**src/rtl/pio_bus_master.sv**
```systemverilog
// -----------------------------------------------------------------------------
// pio_bus_master
//
// Avalon-MM initiator for single-register PIO slaves. FPGA-side logic (the
// SHA256 control FSM) hands it one command at a time; it runs a write, a
// single read, or a poll-until-match sequence on the PIO bus. It then returns
// exactly one response per command.
//
// Ports
//   clk, reset_n      system clock, asynchronous active-low reset
//   cmd_valid/ready   command handshake (see below)
//   cmd_op            00 write, 01 read, 10 poll, 11 reserved (illegal)
//   cmd_addr          target register address
//   cmd_wdata         write data (write) or compare value (poll)
//   cmd_mask          poll compare mask
//   cmd_limit         maximum poll reads, 0 = unlimited
//   rsp_valid         one-cycle response strobe
//   rsp_data          read data / last polled sample, 0 for write and illegal
//   rsp_status        00 ok, 01 poll timeout, 10 illegal op
//   address, chipselect, write_n, writedata, readdata
//                     PIO slave bus (all outputs registered)
//   fsm_state         current controller state, for debug and checkers
//
// Handshake: a command transfers on a rising edge where cmd_valid and
// cmd_ready are both high. cmd_ready is high only in IDLE, and it is
// combinational from the state register. While busy, cmd_valid is ignored and
// the command fields may change freely. The response side has no backpressure:
// rsp_valid pulses for one cycle, and rsp_data/rsp_status hold until the next
// response.
//
// RD_LATENCY (legal range 1-4) is the number of cycles from the read-issue
// cycle to the cycle in which readdata is valid.
// -----------------------------------------------------------------------------
module pio_bus_master #(
    parameter int ADDR_W     = 2,
    parameter int DATA_W     = 32,
    parameter int RD_LATENCY = 1,
    parameter int TIMEOUT_W  = 16
) (
    input  logic                 clk,
    input  logic                 reset_n,

    input  logic                 cmd_valid,
    output logic                 cmd_ready,
    input  logic [1:0]           cmd_op,
    input  logic [ADDR_W-1:0]    cmd_addr,
    input  logic [DATA_W-1:0]    cmd_wdata,
    input  logic [DATA_W-1:0]    cmd_mask,
    input  logic [TIMEOUT_W-1:0] cmd_limit,

    output logic                 rsp_valid,
    output logic [DATA_W-1:0]    rsp_data,
    output logic [1:0]           rsp_status,

    output logic [ADDR_W-1:0]    address,
    output logic                 chipselect,
    output logic                 write_n,
    output logic [DATA_W-1:0]    writedata,
    input  logic [DATA_W-1:0]    readdata,

    output logic [2:0]           fsm_state
);

    typedef enum logic [2:0] {
        IDLE     = 3'd0,
        WR       = 3'd1,
        RD_ISSUE = 3'd2,
        RD_WAIT  = 3'd3,
        RESP     = 3'd4
    } state_t;

    localparam logic [1:0] OP_WRITE = 2'b00;
    localparam logic [1:0] OP_READ  = 2'b01;
    localparam logic [1:0] OP_POLL  = 2'b10;

    localparam logic [1:0] ST_OK      = 2'b00;
    localparam logic [1:0] ST_TIMEOUT = 2'b01;
    localparam logic [1:0] ST_ILLEGAL = 2'b10;

    // Wait counter runs 1..RD_LATENCY. Three bits cover the legal range.
    localparam logic [2:0]           LAT      = 3'(RD_LATENCY);
    localparam logic [TIMEOUT_W-1:0] ITER_MAX = '1;

    state_t               state;
    logic [1:0]           op_q;
    logic [DATA_W-1:0]    wdata_q;
    logic [DATA_W-1:0]    mask_q;
    logic [TIMEOUT_W-1:0] limit_q;
    logic [TIMEOUT_W-1:0] iter_q;
    logic [2:0]           wait_cnt;

    logic sample_now;
    logic poll_match;
    logic poll_expired;

    assign cmd_ready = (state == IDLE);
    assign fsm_state = state;

    // readdata is valid exactly RD_LATENCY cycles after the issue cycle.
    // The first RD_WAIT cycle is issue + 1, so it is the sample cycle when
    // wait_cnt == 1.
    assign sample_now   = (wait_cnt == LAT);
    assign poll_match   = ((readdata & mask_q) == (wdata_q & mask_q));
    // iter_q has already been bumped for the read being sampled.
    // A limit of 0 means the poll never times out.
    assign poll_expired = (limit_q != '0) && (iter_q == limit_q);

    always_ff @(posedge clk or negedge reset_n) begin
        if (!reset_n) begin
            state      <= IDLE;
            op_q       <= OP_WRITE;
            wdata_q    <= '0;
            mask_q     <= '0;
            limit_q    <= '0;
            iter_q     <= '0;
            wait_cnt   <= '0;
            address    <= '0;
            chipselect <= 1'b0;
            write_n    <= 1'b1;
            writedata  <= '0;
            rsp_valid  <= 1'b0;
            rsp_data   <= '0;
            rsp_status <= ST_OK;
        end else begin
            // RESP lasts one cycle, so clearing the strobe by default gives
            // the one-cycle pulse.
            rsp_valid <= 1'b0;

            case (state)
                IDLE: begin
                    if (cmd_valid) begin
                        op_q    <= cmd_op;
                        wdata_q <= cmd_wdata;
                        mask_q  <= cmd_mask;
                        limit_q <= cmd_limit;
                        iter_q  <= '0;
                        case (cmd_op)
                            OP_WRITE: begin
                                state      <= WR;
                                address    <= cmd_addr;
                                chipselect <= 1'b1;
                                write_n    <= 1'b0;
                                writedata  <= cmd_wdata;
                            end
                            OP_READ, OP_POLL: begin
                                state      <= RD_ISSUE;
                                address    <= cmd_addr;
                                chipselect <= 1'b1;
                                write_n    <= 1'b1;
                            end
                            default: begin
                                // Reserved op: answer straight away.
                                // Nothing is driven on the bus.
                                state      <= RESP;
                                rsp_valid  <= 1'b1;
                                rsp_data   <= '0;
                                rsp_status <= ST_ILLEGAL;
                            end
                        endcase
                    end
                end

                WR: begin
                    state      <= RESP;
                    chipselect <= 1'b0;
                    write_n    <= 1'b1;
                    rsp_valid  <= 1'b1;
                    rsp_data   <= '0;
                    rsp_status <= ST_OK;
                end

                RD_ISSUE: begin
                    state      <= RD_WAIT;
                    chipselect <= 1'b0;
                    wait_cnt   <= 3'd1;
                    if (iter_q != ITER_MAX) begin
                        iter_q <= iter_q + 1'b1;
                    end
                end

                RD_WAIT: begin
                    if (sample_now) begin
                        if ((op_q == OP_READ) || poll_match) begin
                            state      <= RESP;
                            rsp_valid  <= 1'b1;
                            rsp_data   <= readdata;
                            rsp_status <= ST_OK;
                        end else if (poll_expired) begin
                            state      <= RESP;
                            rsp_valid  <= 1'b1;
                            rsp_data   <= readdata;
                            rsp_status <= ST_TIMEOUT;
                        end else begin
                            // Reissue. address is still held from IDLE, so
                            // the poll period is RD_LATENCY + 1 cycles.
                            state      <= RD_ISSUE;
                            chipselect <= 1'b1;
                        end
                    end else begin
                        wait_cnt <= wait_cnt + 1'b1;
                    end
                end

                RESP: begin
                    state <= IDLE;
                end

                default: begin
                    state <= IDLE;
                end
            endcase
        end
    end

endmodule

```
**config.mk**
```make
export PLATFORM = sky130hd
export DESIGN_NAME = pio_bus_master
export DESIGN_NICKNAME = d
export VERILOG_FILES = /design/src/rtl/pio_bus_master.sv
export SDC_FILE = /design/constraint.sdc
export NUM_CORES = 1
export LEC_CHECK = 0
export BUFFER_PORTS_ARGS = -buffer_cell sky130_fd_sc_hd__buf_2
export CAP_MARGIN = 20
export CELL_PAD_IN_SITES_DETAIL_PLACEMENT = 0
export CELL_PAD_IN_SITES_GLOBAL_PLACEMENT = 1
export CORE_AREA = 2 2 140 142
export DETAILED_ROUTE_END_ITERATION = 6
export DIE_AREA = 0 0 142 144
export PLACE_DENSITY = 0.81
export SYNTH_ARGS = -nofsm -noshare
export SYNTH_HDL_FRONTEND = slang
export SYNTH_SLANG_ARGS = --single-unit
```
**constraint.sdc**
```tcl
create_clock -name clk -period 2.6 [get_ports clk]
set_input_delay 0.26 -clock clk [delete_from_list [all_inputs] [get_ports clk]]
set_output_delay 0.26 -clock clk [all_outputs]
set_load 0.02 [all_outputs]
```
-- After elaboration in Yosys (flattened, before gate mapping)
Index checks and enable logic that the tools add are counted.
- register bits after elaboration: 175
- input bits: 119
- reductions and logical operators: 22
- bitwise logic cells: 2
- eq/ne operators: 20
- mux-type cells: 38
- add/sub/neg operators: 2
- operator list (operator ; number):
    $mux 32 ; 5
    $pmux 32 s3 ; 1
    $and 32x32->32 ; 2
    $eq 32x32->1 ; 1
    $mux 16 ; 2
    $pmux 16 s2 ; 1
    $add 16x1->16 const B ; 1
    $eq 16x16->1 ; 1
    $ne 16x16->1 const B ; 1
    $ne 2x2->1 const B ; 8
    $reduce_bool 16->1 ; 1
    $mux 3 ; 5
    $pmux 3 s2 ; 2
    $pmux 3 s4 ; 1
    $reduce_and 3->1 ; 4
    $mux 1 ; 11
    $mux 2 ; 5
    $eq 3x1->1 const B ; 2
    $eq 3x2->1 const B ; 2
    $pmux 1 s3 ; 2
    $pmux 2 s3 ; 1
    $reduce_and 2->1 ; 3
    $reduce_and 6->1 ; 1
    $reduce_bool 2->1 ; 3
    14 further kinds ; 18

-- Depth between registers and ports, before layout
- depth in word-level cells: 6
- depth in mapped cells: 9
- depth with buffers taken out: 7

-- Least setup slack after synthesis
OpenSTA, ideal clock, no wires.
- kind: flip-flop to flip-flop
- start point: register state[1] (netlist: fsm_state[1])
- end point: register iter_q[10]
- data arrival time: 2.213 ns
- setup time: 0.132 ns
- period minus slack after synthesis: 2.345 ns
- buffers on the path: 4
- data required time: 2.468 ns
- stages on the path, launching flop included: 8
- slack: 0.255 ns
- cell sequence: dfrtp_1 clkbuf_1 nor3_1 and2_1 buf_2 clkbuf_1 clkbuf_1 nor2_1
- cells in the longest elaborated chain, start to end: 3
- elaborated cells between the ends (all ways): 7
- RTL lines (item ; line ; RTL):
    start, declared ; 84 ; state_t state;
    start signal, assigned ; 110 ; state <= IDLE;
    start signal, assigned ; 139 ; state <= WR;
    start signal, assigned ; 146 ; state <= RD_ISSUE;
    $logic_not 3->1 (*) ; - ;
    named net cmd_ready ; 44 ; output logic cmd_ready,
    $ne 2x2->1 (no source line) or $reduce_bool 2->1 (tied branches) ; - ;
    $reduce_and 3->1 (no source line) ; - ;
    end signal, assigned ; 177 ; iter_q <= iter_q + 1'b1;
    end, declared ; 89 ; logic [TIMEOUT_W-1:0] iter_q;
Mark *: on every way through the listed nets, which the timed path passes. The rest lies on a longest branch.
A chain may end at the register's enable or synchronous reset.

-- Worst setup path after layout
- start point: register wdata_q[13]
- end point: register rsp_data[12]
- cells in the longest elaborated chain, start to end: 6
- elaborated cells between the ends (all ways): 8
- RTL lines (item ; line ; RTL):
    start, declared ; 86 ; logic [DATA_W-1:0] wdata_q;
    start signal, assigned ; 133 ; wdata_q <= cmd_wdata;
    $and 32x32->32 (*) ; 103 ; assign poll_match = ((readdata & mask_q) == (wdata_q & mask_q));
    $eq 32x32->1 (*) ; 103 ;
    $logic_or 1x1->1 (*) ; 183 ; if ((op_q == OP_READ) || poll_match) begin
    $mux 32 ; 183 ;
    $mux 32 ; 182 ; if (sample_now) begin
    $pmux 32 s3 ; 129 ; case (state)
    end signal, assigned ; 186 ; rsp_data <= readdata;
    end signal, assigned ; 191 ; rsp_data <= readdata;
    end, declared ; 52 ; output logic [DATA_W-1:0] rsp_data,
Mark *: on every way between the ends. The rest lies on a longest branch, timed or not. The select of a mux whose other input is x is not followed.

==> results by group <==
Place
  • Dpl hpwl: between 10 and 15 mm
  • Placed Cells: ~1.0k
  • Post-place setup slack: 0.140 ns
  • DP Area: between 0.009 and 0.01 mm^2
  • Port bufs: a little under 200
  • Global placer's final weighted congestion: approximately 0.8

Cells and area
  • Post-route cell area: around 0.0098 mm^2
  • Share of layout cells above drive strength 1: roughly 40%
  • Final core occ: between 50% and 60%
  • Nets@finish: 954
  • Area grow syn2layout: 24.6%
  • Non-filler instance count after layout: 1083
  • Commonest non-fill, non-tap cell in the layout: buf_2
  • Most frequent cells in the layout: 192 x buf_2, 174 x dfrtp_1, 102 x mux2_2

Clock network
  • Clock buffer count from CTS: 17
  • Clock Pin Slew Worst Setup and Hold Paths: around 0.080 ns
  • Clk Tree Root Cell: clkbuf_16
  • H-tree Lvls: 4
  • Maximum clock path buffer count: 2
  • CTS tree: done
  • Latest clock arrival within the worst-skew pair: around 0.43 ns
  • CTS resizes: 0
  • # clock sinks: between 150 and 200

Logic synthesis
  • Synthesized flop and latch total: 175
  • Synth Warn #: 0
  • Syn Std Cell Area: around 0.0078 mm^2
  • Synth Area in Simple Gates: 7.02%
  • Avg Inst Size Synth: around 12 um^2
  • Post-Synth Adder-Cell Area: 0.959%
  • Distinct cell type count after synthesis: 39
  • Xor/xnor share of the synthesized area: around 6.5%
  • Mux cell area share after synthesis: 20.6%
  • Complex-gate fraction of the synthesized area: under 10%
  • Gate Count Post-Synth: roughly 630
  • Largest family of logic cells by synthesized area: multiplexers
  • Syn_nets: approximately 760
  • Sequential area share after synthesis: between 50% and 60%

Timing
  • Final Setup Violations: 0
  • Setup slack after layout: between 0.2 and 0.3 ns
  • Setup TNS: 0 ns
  • Crit path time final: about 2.3 ns
  • Worst Skew: about 0.016 ns
  • Fmax: roughly 430 MHz
  • Slew HR: approximately 62%
  • Slew Viols, Final: 0
  • Hold_ws: approximately 0.053 ns
  • Final Hold Vio Count: 0
  • Crit share post-route: between 90% and 100%
  • Worst Tran Pin Value: between 0.5 and 0.6 ns
  • Unrepaired setup endpoints after global routing: no

Global routing
  • Vias in the first global route: about 5.5k
  • Total Routing Usage GR: 19.2%
  • Largest net degree at the start of global routing: between 60 and 70
  • First-pass GRT wire length: between 20 and 30 mm
  • Total gr overflow: 0
  • Initial antenna violation count: 3

Die
  • DIE AREA: around 0.020 mm^2
  • Height of the chip: 144 um
  • Initial core utilization: 41.0%
  • Top-Level Pins: between 150 and 200
  • Core area: approximately 0.019 mm^2
  • Die X: roughly 140 um
  • Floorplan row count: 51

Critical path
  • WP data required: between 2 and 3 ns
  • CP delay by family, top: simple AND/OR/NAND/NOR gates
  • Worst path slowest cell: or4_4
  • Worst-path cell chain: xor2_1 > a22oi_1 > nand4_1 > or4_4 > a31oi_4 > buf_12 > mux2i_1
  • Critical Path AT: ~2.7 ns
  • Buffers and inverters on the worst path: 1
  • Worst setup SP type: flop
  • Critical Path Sink Type: flop
  • Largest stage delay on the critical path: 0.55 ns
  • Setup CP Type: flop to flop
  • Crit Path Max Fanout: 21

Pwr
  • Total power: between 10 and 15 mW
  • Peak supply drop: between 0.5 and 0.6 mV
  • Pwr dens: around 1200 mW/mm^2
  • Pleak: 4.49 nW

Detailed routing
  • Initial DRT Pass Iterations: 4
  • Drt drc: 0
  • Drt wl/cell: around 17 um
  • Total number of vias: about 5.3k
  • Vias per cell: 4.94
  • Number of nets still failing antenna checks after routing: 0
  • DR iter-0 viols: around 220
  • Wirelength, routed: ~19 mm

Status
  • Outcome: complete, no violations

Job
  • Max Cap Viol: 0

Hold path
  • Hold Crit Class: input pin to flop
cell usage after synthesis, drive strengths merged:
cell type | n | share of area (%)
a2111oi | 1 | 0.19
a21o | 1 | 0.096
a21oi | 13 | 0.83
a22oi | 17 | 1.6
a311oi | 1 | 0.11
a31oi | 4 | 0.40
a32oi | 1 | 0.11
and2 | 1 | 0.080
and3 | 3 | 0.24
buf | 16 | 1.7
clkbuf | 10 | 0.48
dfrtp | 174 | 56
dfstp | 1 | 0.34
ha | 6 | 0.96
inv | 46 | 2.2
mux2 | 114 | 16
mux2i | 33 | 4.2
nand2 | 49 | 2.4
nand2b | 1 | 0.080
nand3 | 10 | 0.64
nand4 | 14 | 1.1
nor2 | 21 | 1.0
nor2b | 2 | 0.16
nor3 | 6 | 0.38
nor4 | 5 | 0.40
o211ai | 1 | 0.096
o21ai | 13 | 0.83
o221ai | 1 | 0.11
o22ai | 2 | 0.16
or3 | 4 | 0.32
or4 | 2 | 0.24
xnor2 | 19 | 2.1
xor2 | 39 | 4.4
cell families after synthesis:
logic type      after synthesis
compound gates               55
xor+xnor                     58
fa+ha+maj                     6
buf+inv                      72
flops                       175
mux                         147
simple gates                118
layer usage:
layer,global-route usage (%),part of all wire [%],up-vias
met5,0,0.070,-
met4,6.11,1.3,2
met3,7.05,7.3,22
met2,29.9,46,139
met1,24.9,45,2615
li1,-,-,2571
path summary, 6_finish.rpt:
path	startpoint	endpoint	slack, ns	depth (start not counted)
max	wdata_q[13]	rsp_data[12]	0.26	7
max in group asynchronous	reset_n	write_n	1.45	3
min in group asynchronous	reset_n	iter_q[14]	0.35	2
max reg2reg	wdata_q[13]	rsp_data[12]	0.26	7
min reg2reg	writedata[31]	writedata[31]	0.49	1
min	cmd_wdata[14]	writedata[14]	0.05	2
repair_timing:
item,4_1_cts,5_1_grt
hold buffers,1,0
setup endpoints to repair,0,0
buffers inserted,0,0
hold endpoints to repair,55,0
layout make-up:
cell class / count / area [um^2]
clock inverters: 15 / 191
clock buffers: 17 / 425
well taps: 238 / 298
flip-flops and latches: 175 / 4380
inverters: 46 / 173
diodes: 3 / 7.51
fillers: 1725 / 9330
multi-input cells: 384 / 3130
repair buffers: 205 / 1150
power breakdown:
part           switching [mW]  leakage [nW]  total (mW)  internal (mW)
Sequential              0.812          2.17        4.76           3.95
Clock                    1.24         0.297        2.63           1.39
Combinational            2.38          2.02        4.44           2.05
Total                    4.43          4.49        11.8           7.39
state kept, by name (all words and copies together), names as in the netlist, 2 cells and up:
name        count
mask_q         32
rsp_data       32
wdata_q        32
writedata      32
iter_q         16
limit_q        16
fsm_state       3
wait_cnt        3
address         2
op_q            2
rsp_status      2
Note: power is estimated with default switching activity, not from simulation.
